### src/rtl/regfile_pkg.sv
// Shared definitions for the two-read/one-write register file.
//
// Contents:
//   REGFILE_WIDTH / REGFILE_DEPTH  default data width and register count
//   REGFILE_MAX_DEPTH              largest supported register count
//   regfile_addr_t                 address type for the default depth
//   popcount()                     number of set bits, used for busy_cnt

package regfile_pkg;

    localparam int unsigned REGFILE_WIDTH     = 16;
    localparam int unsigned REGFILE_DEPTH     = 16;
    localparam int unsigned REGFILE_MAX_DEPTH = 256;

    typedef logic [$clog2(REGFILE_DEPTH)-1:0] regfile_addr_t;

    // Callers zero-extend their busy vector to REGFILE_MAX_DEPTH bits.
    function automatic int unsigned popcount(input logic [REGFILE_MAX_DEPTH-1:0] bits);
        int unsigned n;
        n = 0;
        for (int i = 0; i < REGFILE_MAX_DEPTH; i++) begin
            n += {31'b0, bits[i]};
        end
        return n;
    endfunction

endpackage

### src/rtl/regfile_scoreboard.sv
// Busy scoreboard for regfile_2r1w_sb.
//
// Tracks one busy bit per register. A lock marks its register busy, a write releases its
// register; when both hit the same register in one cycle the lock wins. Also reports, for
// two read addresses, whether the register is still busy once this cycle's release is
// applied, and keeps a registered count of busy registers.
//
// Optional feature: REGFILE_ZERO_REG_EN -- locks on register 0 are ignored.
//
// Ports:
//   clk_i, rst_ni        clock, asynchronous active-low reset
//   wr_en_i, wr_addr_i   write (release) request
//   lock_en_i, lock_addr_i  lock request
//   rd_addr_i, rs_addr_i addresses to look up
//   rd_busy_o, rs_busy_o busy after release, before lock (combinational)
//   busy_cnt_o           registered number of busy registers

module regfile_scoreboard
    import regfile_pkg::*;
#(
    parameter int unsigned  DEPTH  = REGFILE_DEPTH,
    localparam int unsigned ADDR_W = $clog2(DEPTH),
    localparam int unsigned CNT_W  = $clog2(DEPTH + 1)
) (
    input  logic              clk_i,
    input  logic              rst_ni,
    input  logic              wr_en_i,
    input  logic [ADDR_W-1:0] wr_addr_i,
    input  logic              lock_en_i,
    input  logic [ADDR_W-1:0] lock_addr_i,
    input  logic [ADDR_W-1:0] rd_addr_i,
    input  logic [ADDR_W-1:0] rs_addr_i,
    output logic              rd_busy_o,
    output logic              rs_busy_o,
    output logic [CNT_W-1:0]  busy_cnt_o
);

    localparam logic [ADDR_W:0] DepthA = (ADDR_W + 1)'(DEPTH);

    logic [DEPTH-1:0] busy_q, busy_d;
    logic [CNT_W-1:0] busy_cnt_q;
    logic             release_ok, lock_ok;

    always_comb begin
        release_ok = wr_en_i && ({1'b0, wr_addr_i} < DepthA);
        lock_ok    = lock_en_i && ({1'b0, lock_addr_i} < DepthA);
`ifdef REGFILE_ZERO_REG_EN
        lock_ok    = lock_ok && (lock_addr_i != '0);
`endif
        busy_d = busy_q;
        if (release_ok) busy_d[wr_addr_i] = 1'b0;
        // Applied last so a same-cycle lock (new producer) overrides the release.
        if (lock_ok) busy_d[lock_addr_i] = 1'b1;
    end

    // Out-of-range addresses are never busy; a same-cycle write releases the register.
    always_comb begin
        rd_busy_o = 1'b0;
        rs_busy_o = 1'b0;
        if ({1'b0, rd_addr_i} < DepthA) begin
            rd_busy_o = busy_q[rd_addr_i] && !(release_ok && (wr_addr_i == rd_addr_i));
        end
        if ({1'b0, rs_addr_i} < DepthA) begin
            rs_busy_o = busy_q[rs_addr_i] && !(release_ok && (wr_addr_i == rs_addr_i));
        end
    end

    always_ff @(posedge clk_i or negedge rst_ni) begin
        if (!rst_ni) begin
            busy_q     <= '0;
            busy_cnt_q <= '0;
        end else begin
            busy_q     <= busy_d;
            busy_cnt_q <= CNT_W'(popcount(REGFILE_MAX_DEPTH'(busy_d)));
        end
    end

    assign busy_cnt_o = busy_cnt_q;

endmodule

### src/rtl/regfile_2r1w_sb.sv
// Two-read/one-write register file with registered reads, write-to-read bypass and a
// per-register busy scoreboard.
//
// Optional feature: REGFILE_ZERO_REG_EN -- register 0 reads as 0, ignores writes, is
// never forwarded by the bypass and can never be locked.
//
// Ports:
//   clk, rst_n           clock (rising edge), asynchronous active-low reset
//   rd_en, rd_addr       read port rd
//   rs_en, rs_addr       read port rs
//   wr_en, wr_addr, wr_data  write port; a write also releases busy[wr_addr]
//   lock_en, lock_addr   mark a register busy (destination issued)
//   rd_data, rs_data     registered read data
//   valid                registered: every enabled read returned non-busy data
//   busy_cnt             registered number of busy registers

module regfile_2r1w_sb
    import regfile_pkg::*;
#(
    parameter int unsigned  WIDTH  = REGFILE_WIDTH,
    parameter int unsigned  DEPTH  = REGFILE_DEPTH,
    localparam int unsigned ADDR_W = $clog2(DEPTH),
    localparam int unsigned CNT_W  = $clog2(DEPTH + 1)
) (
    input  logic              clk,
    input  logic              rst_n,
    input  logic              rd_en,
    input  logic [ADDR_W-1:0] rd_addr,
    input  logic              rs_en,
    input  logic [ADDR_W-1:0] rs_addr,
    input  logic              wr_en,
    input  logic [ADDR_W-1:0] wr_addr,
    input  logic [WIDTH-1:0]  wr_data,
    input  logic              lock_en,
    input  logic [ADDR_W-1:0] lock_addr,
    output logic [WIDTH-1:0]  rd_data,
    output logic [WIDTH-1:0]  rs_data,
    output logic              valid,
    output logic [CNT_W-1:0]  busy_cnt
);

    localparam logic [ADDR_W:0] DepthA = (ADDR_W + 1)'(DEPTH);

    logic [WIDTH-1:0] mem_q [DEPTH];
    logic [WIDTH-1:0] rd_data_q, rd_data_d, rs_data_q, rs_data_d;
    logic [WIDTH-1:0] rd_val, rs_val;
    logic             valid_q, valid_d;
    logic             wr_ok;
    logic             rd_busy, rs_busy;

    regfile_scoreboard #(
        .DEPTH (DEPTH)
    ) u_scoreboard (
        .clk_i       (clk),
        .rst_ni      (rst_n),
        .wr_en_i     (wr_en),
        .wr_addr_i   (wr_addr),
        .lock_en_i   (lock_en),
        .lock_addr_i (lock_addr),
        .rd_addr_i   (rd_addr),
        .rs_addr_i   (rs_addr),
        .rd_busy_o   (rd_busy),
        .rs_busy_o   (rs_busy),
        .busy_cnt_o  (busy_cnt)
    );

    always_comb begin
        wr_ok = wr_en && ({1'b0, wr_addr} < DepthA);
`ifdef REGFILE_ZERO_REG_EN
        wr_ok = wr_ok && (wr_addr != '0);
`endif

        // Read muxes: out-of-range returns 0, a same-cycle write is forwarded.
        rd_val = '0;
        rs_val = '0;
        if ({1'b0, rd_addr} < DepthA) rd_val = mem_q[rd_addr];
        if ({1'b0, rs_addr} < DepthA) rs_val = mem_q[rs_addr];
`ifdef REGFILE_ZERO_REG_EN
        if (rd_addr == '0) rd_val = '0;
        if (rs_addr == '0) rs_val = '0;
`endif
        if (wr_ok && (wr_addr == rd_addr)) rd_val = wr_data;
        if (wr_ok && (wr_addr == rs_addr)) rs_val = wr_data;

        rd_data_d = rd_en ? rd_val : rd_data_q;
        rs_data_d = rs_en ? rs_val : rs_data_q;
        valid_d   = (rd_en || rs_en) && !(rd_en && rd_busy) && !(rs_en && rs_busy);
    end

    always_ff @(posedge clk or negedge rst_n) begin
        if (!rst_n) begin
            for (int i = 0; i < DEPTH; i++) begin
                mem_q[i] <= '0;
            end
        end else if (wr_ok) begin
            mem_q[wr_addr] <= wr_data;
        end
    end

    always_ff @(posedge clk or negedge rst_n) begin
        if (!rst_n) begin
            rd_data_q <= '0;
            rs_data_q <= '0;
            valid_q   <= 1'b0;
        end else begin
            rd_data_q <= rd_data_d;
            rs_data_q <= rs_data_d;
            valid_q   <= valid_d;
        end
    end

    assign rd_data = rd_data_q;
    assign rs_data = rs_data_q;
    assign valid   = valid_q;

endmodule

### config.mk
export PLATFORM = sky130hd
export DESIGN_NAME = regfile_2r1w_sb
export DESIGN_NICKNAME = d
export VERILOG_FILES = /design/src/rtl/regfile_pkg.sv /design/src/rtl/regfile_scoreboard.sv /design/src/rtl/regfile_2r1w_sb.sv
export SDC_FILE = /design/constraint.sdc
export NUM_CORES = 1
export LEC_CHECK = 0
export ABC_AREA = 1
export BUFFER_PORTS_ARGS = -buffer_cell sky130_fd_sc_hd__buf_2
export CORE_MARGIN = 3
export CORE_UTILIZATION = 48
export CTS_CLUSTER_DIAMETER = 50
export DETAILED_ROUTE_END_ITERATION = 10
export SLEW_MARGIN = 10
export SYNTH_ARGS = -nofsm -noshare
export SYNTH_HDL_FRONTEND = slang
export SYNTH_SLANG_ARGS = --single-unit
### constraint.sdc
create_clock -name clk -period 5.04 [get_ports clk]
set_input_delay 1.008 -clock clk [delete_from_list [all_inputs] [get_ports clk]]
set_output_delay 1.008 -clock clk [all_outputs]
set_load 0.01 [all_outputs]
* Word level (Yosys, flattened, before mapping)
Index checks and enable logic that the tools add are counted.
** Word-level totals
- Bits in registers :: 310
- Output and inout port bits :: 38
** Cells by class
- Add/sub/neg operators :: 15
- $lt $le $gt $ge :: 10
- Equality and inequality tests :: 2
- Mux-type cells :: 21
- Bitwise gates (word level) :: 6
- Reductions and logical operators :: 16
** Operators with widths (count)
- bitwise mux 256 bit :: 1
- 2-to-1 mux 16 bit :: 9
- binary-select mux 16 bit (select 4 bit) :: 2
- adder 5 x 1 -> 5 bit :: 14
- demux 16 bit (select 4 bit) :: 1
- less-than comparator 4 x 5 -> 1 bit, second input constant :: 4
- AND 16 bit :: 1
- NOT 16 bit :: 1
- bitwise OR 16 bit :: 1
- greater-or-equal comparator 5 bit, second input constant :: 3
- NOT 4 -> 5 bit :: 3
- logical AND 1 bit :: 11
- binary-select mux 1 bit (select 4 bit) :: 2
- demux 1 bit (select 4 bit) :: 2
- == test 4 bit :: 2
- greater-or-equal comparator 4 x 1 -> 1 bit, second input constant :: 2
- less-than comparator 5 x 1 -> 1 bit, second input constant :: 1
- zero test 1 bit :: 4
- 2-to-1 mux 1 bit :: 4
- adder 1 x 1 -> 2 bit :: 1
- logical OR 1 bit :: 1

* Logic depth before layout (Yosys ltp)
Gate-level depths: netlist of run 1.
- Word-level depth :: 24
- Gate-level depth with buffers :: 17

* By module
From an unflattened synthesis of run 1, not the netlist that was laid out.
** Second synthesis, totals
- Cells, all modules :: 2693
- Area total of the unflattened synthesis :: 18303.8 um^2
** By module, submodules not included
- regfile_2r1w_sb :: instances 1, cells an instance 2473, area an instance 16676.0 um^2, sequential area each 7231.9 um^2
- regfile_scoreboard :: instances 1, cells an instance 220, area an instance 1627.8 um^2, sequential area each 525.5 um^2

* Worst setup path before layout of run 1
Ideal clock, no wire load.
- Path kind :: input -> register
- Start point :: input port wr_addr[2]
- End point :: register u_scoreboard.busy_cnt_q[2], in the netlist u_scoreboard.busy_cnt_o[2]
- Data arrival time :: 4.910 ns
- Required time :: 4.914 ns
- Setup slack :: 0.004 ns
- Cell stages on the path :: 16
- Buffers on the path :: 2
- Cells stage by stage :: clkbuf_2 nor2_1 inv_1 nor2_1 clkbuf_1 o22ai_1 ha_1 fa_1 fa_1 fa_1 inv_1 fa_1 fa_1 inv_1 fa_1 xor2_1
** Between the ends
- Word-level cells in the longest chain between the ends :: 24
- Elaborated cells on any way between the ends :: 25
- Those cells by class :: 15 x add/sub; 2 x order compare; 4 x mux; 3 x bitwise; 1 x reduce/logical
** Ends and longest elaborated chain
- start: declaration :: RTL line regfile_2r1w_sb.sv:32 : input logic [ADDR_W-1:0] wr_addr,
- less-than comparator 4 x 5 -> 1 bit (implied by the code) / greater-or-equal comparator 4 x 1 -> 1 bit (equally long branches) :: RTL line regfile_scoreboard.sv:51 : if (release_ok) busy_d[wr_addr_i] = 1'b0;
- logical AND 1 bit (implied by the code) :: RTL line regfile_scoreboard.sv:51
- 2-to-1 mux 1 bit (implied by the code) :: RTL line regfile_scoreboard.sv:51
- demux 1 bit (select 4 bit) *
- NOT 16 bit (no line) *
- AND 16 bit (no line) *
- 2-to-1 mux 16 bit * :: RTL line regfile_scoreboard.sv:51
- bitwise OR 16 bit (no line)
- 2-to-1 mux 16 bit * :: RTL line regfile_scoreboard.sv:53 : if (lock_ok) busy_d[lock_addr_i] = 1'b1;
- named net u_scoreboard.busy_d[1] :: RTL line regfile_scoreboard.sv:40 : logic [DEPTH-1:0] busy_q, busy_d;
- adder 1 x 1 -> 2 bit * :: RTL line regfile_pkg.sv:22 : n += {31'b0, bits[i]};
- adder 5 x 1 -> 5 bit * (14 in series) :: RTL line regfile_pkg.sv:22
- end signal: assignment :: RTL line regfile_scoreboard.sv:74 : busy_cnt_q <= CNT_W'(popcount(REGFILE_MAX_DEPTH'(busy_d)));
- end: declaration :: RTL line regfile_scoreboard.sv:41 : logic [CNT_W-1:0] busy_cnt_q;
Mark *: on every way through the listed nets, which the timed path passes. The rest lies on a longest branch.
A chain may end at the register's enable or synchronous reset.

* Final worst setup path of run 1
- Start point :: input port wr_addr[3]
- End point :: register u_scoreboard.busy_cnt_q[2], in the netlist u_scoreboard.busy_cnt_o[2]
Same word-level chain as after synthesis.

==> flow_summary.ini, run 1 <==
[status]
outcome = finished, final reports clean

[route]
viasPerCell = 5.70
routedWlPerCell_um = 20.9
drc_errors = 0
drt_iter0_drc = 1725
vias = 16900
dr.pass1.iters = 6
wl_mm = 61.8
ant_nets = 0

[grt]
grt_pass1_wl_mm = 95.8
grt_max_degree = 160
grt_pass1_vias = 16300
overflow = 0
antenna_found_initial = 0
grt_usage = 0.319

[synth]
synthFlopType = dfrtp_1
ys_warn_count = 0
netlist_area_um2 = 17700
synth_seq_cells = 310
avgSynthCellArea_um2 = 7.04
ys_top_cells_by_count = 748 x nand2_1, 379 x nand3_1, 310 x dfrtp_1, 285 x inv_1, 274 x o21ai_0
synth_top_cell_by_area = dfrtp_1
synth_area_leaders = dfrtp_1 44%, nand2_1 16%, nand3_1 11%
synth_cells = 2509
mappedNetlistNets = 2562
synthArstFlopShare = 1.00
synth.distinct_cells = 20
synth_top_area_frac = 0.439
seq_area_frac_synth = 0.439
synth_edf_count = 0
post-synth-top-count-cell = nand2_1

[pwr]
p_clk_frac = 0.335
leakage_nw = 9.42
power_frac_comb = 0.273
ir_drop_mv = 0.680
pwr-share-seq = 0.392
fin_total_pwr_w = 0.00845
p_sw_w = 0.00283
switching_share = 0.335
power.density_nw_per_um2 = 434
p_int_w = 0.00562

[setup_path]
required_ps = 5440
crit_type = input port to flip-flop
cp.arrival_ps = 4820
end_kind = flip-flop
critPathLaunchType = input port
critical_path_peak_fanout = 5

[clock_network]
cts.sinks = 310
cts_setup_buffers = 0
cts-buffers-inserted = 40
cts_tree = built
cts_resized = 0
clk_latency_ps = 530
clkTransAtPathRegs_ps = 50
cts_root_buf = clkbuf_16
cts.path.max_buffers = 3
htreeDepth = 2
holdBufCountCts = 0

[placed_design]
dpl_cell_area_um2 = 18200
place_congestion = 0.913
dpl.hpwl_mm = 35.8
io_buffers = 75

[layout]
drive_gt1_frac = 0.0806
n_antenna_cell = 0
final_nets = 2520
final_cell_area_um2 = 19500
syn2layout_area_growth_pct = 10.3

[timing]
fmax_mhz = 227
fin_setup_tns_ps = 0
grt_setup_unrepaired = false
hold_viol_final = 0
fin_crit_sh = 0.875
min_period_ps = 4410
worst_pin_slew_ps = 1090
relSlewSlack = 0.273
clock_skew_ps = 19.7
setup_viol = 0
final_max_slew_viol_count = 0

[floorplan]
start_util = 0.492
fp.coreArea_um2 = 35900
die_w_um = 198
die-area_um2 = 39100
ioPinCount = 76
rows = 69
dieHeight_um = 198

[flow_run]
maxCapViolations = 0

[hold_path]
hold_path_class = flip-flop to flip-flop
## power groups by stage
| stage | Combinational, W | Clock (W) | Sequential [W] |
|---|---|---|---|
| floorplan | 0.00164 | 0 | 0.00331 |
| global placement | 0.00223 | 0 | 0.00334 |
| detailed placement | 0.00231 | 0 | 0.00335 |
| CTS | 0.00232 | 0.00288 | 0.00331 |
| global route | 0.00269 | 0.00298 | 0.00337 |
| finish | 0.00230 | 0.00283 | 0.00331 |
## worst max-delay path: stages
cell	delay, ps
buf_2	140
nor2_1	110
inv_1	100
nor2_1	180
o22ai_1	120
ha_1	320
fa_1	500
fa_1	430
fa_1	500
inv_1	50
fa_1	490
fa_1	160
inv_1	70
fa_1	450
xor2_1	180
## registers in the layout, indices dropped and copies added (netlist names)
name and count:
rd_data 16, rs_data 16, valid 1, u_scoreboard.busy_q 16, mem_q 256, u_scoreboard.busy_cnt_o 5
## per-layer routing
metal	share of wire	global-route usage	wire length, um	vias up
li1	-	-	-	7956
met4	0.049	0.150	3050	0
met5	0	0	0	-
met2	0.44	0.502	27400	799
met1	0.43	0.438	26300	7915
met3	0.081	0.0448	5030	180
## worst paths after layout
check | start | end | slack (ps) | cells after the start
worst max-delay path | wr_addr[3] | u_scoreboard.busy_cnt_o[2] | 630 | 15
worst min-delay path | rd_data[9] | rd_data[9] | 480 | 2
worst max register to register | u_scoreboard.busy_q[0] | u_scoreboard.busy_cnt_o[2] | 1200 | 12
worst min register to register | rd_data[9] | rd_data[9] | 480 | 2
max in group asynchronous | rst_n | mem_q[90] | 3460 | 2
min in group asynchronous | rst_n | mem_q[101] | 490 | 1
## cell usage in the layout, fill, tap and decap left out, types with 3 or more instances in the layout
cell	netlist	final
nand2_1	748	748
nand3_1	379	379
dfrtp_1	310	310
inv_1	285	283
o21ai_0	274	274
nor2_1	117	102
o211ai_1	99	99
buf_2	85	70
a21oi_1	50	50
buf_4	3	42
clkbuf_16	0	41
o22ai_1	16	16
nor2_2	0	15
fa_1	10	10
clkbuf_8	0	10
clkbuf_1	103	8
inv_2	5	7
xor2_1	5	5
ha_1	5	5
buf_12	0	4
clkinv_2	0	3
## through the flow
| stage | util | instances | setup slack, ps | hold WS (ps) |
|---|---|---|---|---|
| 2_1_floorplan | - | 2509 | 4.43 | 459 |
| 3_3_place_gp | 0.506 | 2886 | 106 | 459 |
| 3_5_place_dp | 0.506 | 2886 | 90.6 | 462 |
| 4_1_cts | 0.542 | 2954 | 618 | 477 |
| 5_1_grt | 0.542 | 2954 | 423 | 487 |
| 6_report | 0.542 | 2954 | 628 | 476 |
## logic make-up (layout without fill, tap and decap cells)
family / after synthesis / count (layout) / synth area share
AO/OA/AOI/OAI: 439 / 439 / 0.140
XOR/XNOR: 6 / 6 / 0.00298
adder cells (fa/ha/maj): 15 / 15 / 0.0149
buffers and inverters: 495 / 479 / 0.112
flip-flops: 310 / 310 / 0.439
AND/OR/NAND/NOR: 1244 / 1244 / 0.291
## cell type report
class	instances	area (um^2)
fillers	3512	16400
clock inverters	9	108
clock buffers	59	1190
flip-flops and latches	310	7760
well taps	461	577
multi-input cells	1704	7960
inverters	292	1100
repair buffers	119	783
(Power assumes the default switching activity.)
==> run 2: changes to the inputs <==
CTS_BUF_LIST = sky130_fd_sc_hd__clkbuf_4   (was not set)
==> run 2 against run 1 <==
Compared with the run above:
- clock skew is 9.9 ps higher
- critical path depth unchanged
- sequential power is essentially flat
- fmax is 6.1% higher
- final area decreased by 1.5%
- via count grew 2.1%
- die area unchanged
- clock power is 23% lower
- setup slack improved by 250 ps
- count of clock-buffer cells in the layout increased by 64
- non-clock buffer count stayed put
- hold slack got worse by 170 ps
- critical endpoint unchanged
- largest power group unchanged
- highest routed layer unchanged
==> flow_summary.ini, run 2 (synthesis gave the netlist of run 1 again) <==
[layout]
drive_gt1_frac = 0.106
post-route-util = 0.534
final_common_cell = nand2_1
top_register = mem_q
largest_reg_flops = 256
final_nets = 2567
syn2layout_area_growth_pct = 8.65
layout_common_cells = 748 x nand2_1, 379 x nand3_1, 310 x dfrtp_1

[setup_path]
r2r_start = u_scoreboard.busy_q[0]
critPathLaunchType = input port
crit_slowest_cell = fa_1
critical_path_peak_fanout = 5
crit_type = input port to flip-flop
cpPeakStageDelay_ps = 500
reg2reg_slack_ps = 1190
r2r_end = u_scoreboard.busy_cnt_o[2]
cp.arrival_ps = 4810
reg2reg_depth = 12
cpMostUsedCell = fa_1
required_ps = 5700
path_cells = buf_2 > nor2_1 > inv_1 > nor2_1 > o22ai_1 > ha_1 > fa_1 > fa_1 > fa_1 > inv_1 > fa_1 > fa_1 > inv_1 > fa_1 > xor2_1
end_kind = flip-flop

[placed_design]
io_buffers = 75
dpl.hpwl_mm = 35.8
place_congestion = 0.913

[grt]
grt_usage = 0.323
grt_max_degree = 160
overflow = 0
grt_pass1_wl_mm = 96.3
grt_pass1_vias = 16800
antenna_found_initial = 2

[route]
routedWlPerCell_um = 20.5
drc_errors = 0
dr.pass1.iters = 6
wl_mm = 62.1
drt_iter0_drc = 1536
vias = 17200
viasPerCell = 5.68
ant_nets = 0

[timing]
clock_skew_ps = 29.6
relSlewSlack = 0.291
final_max_slew_viol_count = 0
fin_crit_sh = 0.825
worst_pin_slew_ps = 1060
hold_viol_final = 0
fmax_mhz = 241
min_period_ps = 4160
fin_setup_tns_ps = 0
setup_viol = 0
grt_setup_unrepaired = false

[floorplan]
die_w_um = 198
die-area_um2 = 39100
ioPinCount = 76
rows = 69
dieHeight_um = 198
start_util = 0.492
fp.coreArea_um2 = 35900

[pwr]
leakage_nw = 9.40
power.density_nw_per_um2 = 407
ir_drop_mv = 0.597
fin_total_pwr_w = 0.00780

[clock_network]
cts_resized = 0
cts.path.max_buffers = 3
htreeDepth = 3
cts_tree = built
cts-buffers-inserted = 87
cts.sinks = 310
clkTransAtPathRegs_ps = 60
cts_root_buf = clkbuf_4
clk_latency_ps = 780
holdBufCountCts = 0
cts_setup_buffers = 0

[hold_path]
hold_path_class = input port to asynchronous set/reset pin

[status]
outcome = finished, final reports clean

[flow_run]
maxCapViolations = 0
[run 2: cell count changes in the layout (fill, tap and decap cells not counted), sizes merged]
cell and delta:
bufinv -2, diode +3, inv +2, clkbuf +64, clkinv +13, clkinvlp -2
[run 2: power by group]
part / switching (W) / internal (W)
clock: 0.00108 / 0.00111
combinational: 0.00150 / 0.000809
sequential: 0.000234 / 0.00308
[run 2: worst max-delay path by stage]
stage / slack, ps / startpoint / end / cells after the start
3_5_place_dp: 90 / wr_addr[3] / u_scoreboard.busy_cnt_o[2] / 15
6_report: 880 / wr_addr[3] / u_scoreboard.busy_cnt_o[2] / 15
2_1_floorplan: 4 / wr_addr[2] / u_scoreboard.busy_cnt_o[2] / 16
3_3_place_gp: 110 / wr_addr[3] / u_scoreboard.busy_cnt_o[2] / 15
5_1_grt: 710 / wr_addr[3] / u_scoreboard.busy_cnt_o[2] / 15
4_1_cts: 900 / wr_addr[3] / u_scoreboard.busy_cnt_o[2] / 15
[run 2: metal layers]
| metal | vias up | GRT usage | part of all wire |
|---|---|---|---|
| met3 | 175 | 0.0652 | 0.079 |
| met1 | 8162 | 0.429 | 0.42 |
| met5 | - | 0 | 0 |
| li1 | 8109 | - | - |
| met2 | 761 | 0.496 | 0.44 |
| met4 | 0 | 0.179 | 0.054 |
[run 2: final cells by class]
class	instances	area, um^2
multi-input cells	1704	7960
repair buffers	119	783
diodes	3	7.51
well taps	461	577
fillers	3588	16700
flip-flops and latches	310	7760
clock inverters	20	80.1
inverters	292	1100
clock buffers	123	923
[run 2: through the flow]
stage | area, um^2 | hold slack [ps] | setup slack, ps | instances
floorplan | 17700 | 459 | 4.43 | 2509
global placement | 18200 | 459 | 106 | 2886
detailed placement | 18200 | 462 | 90.6 | 2886
CTS | 19200 | 341 | 905 | 3029
global route | 19200 | 372 | 710 | 3032
finish | 19200 | 302 | 882 | 3032
[run 2: critical path: cells and delay by family]
family,cells,cell delay (ps)
compound gates,1,120
xor+xnor,1,180
fa+ha+maj,7,2850
buf+inv,4,360
simple gates,2,290
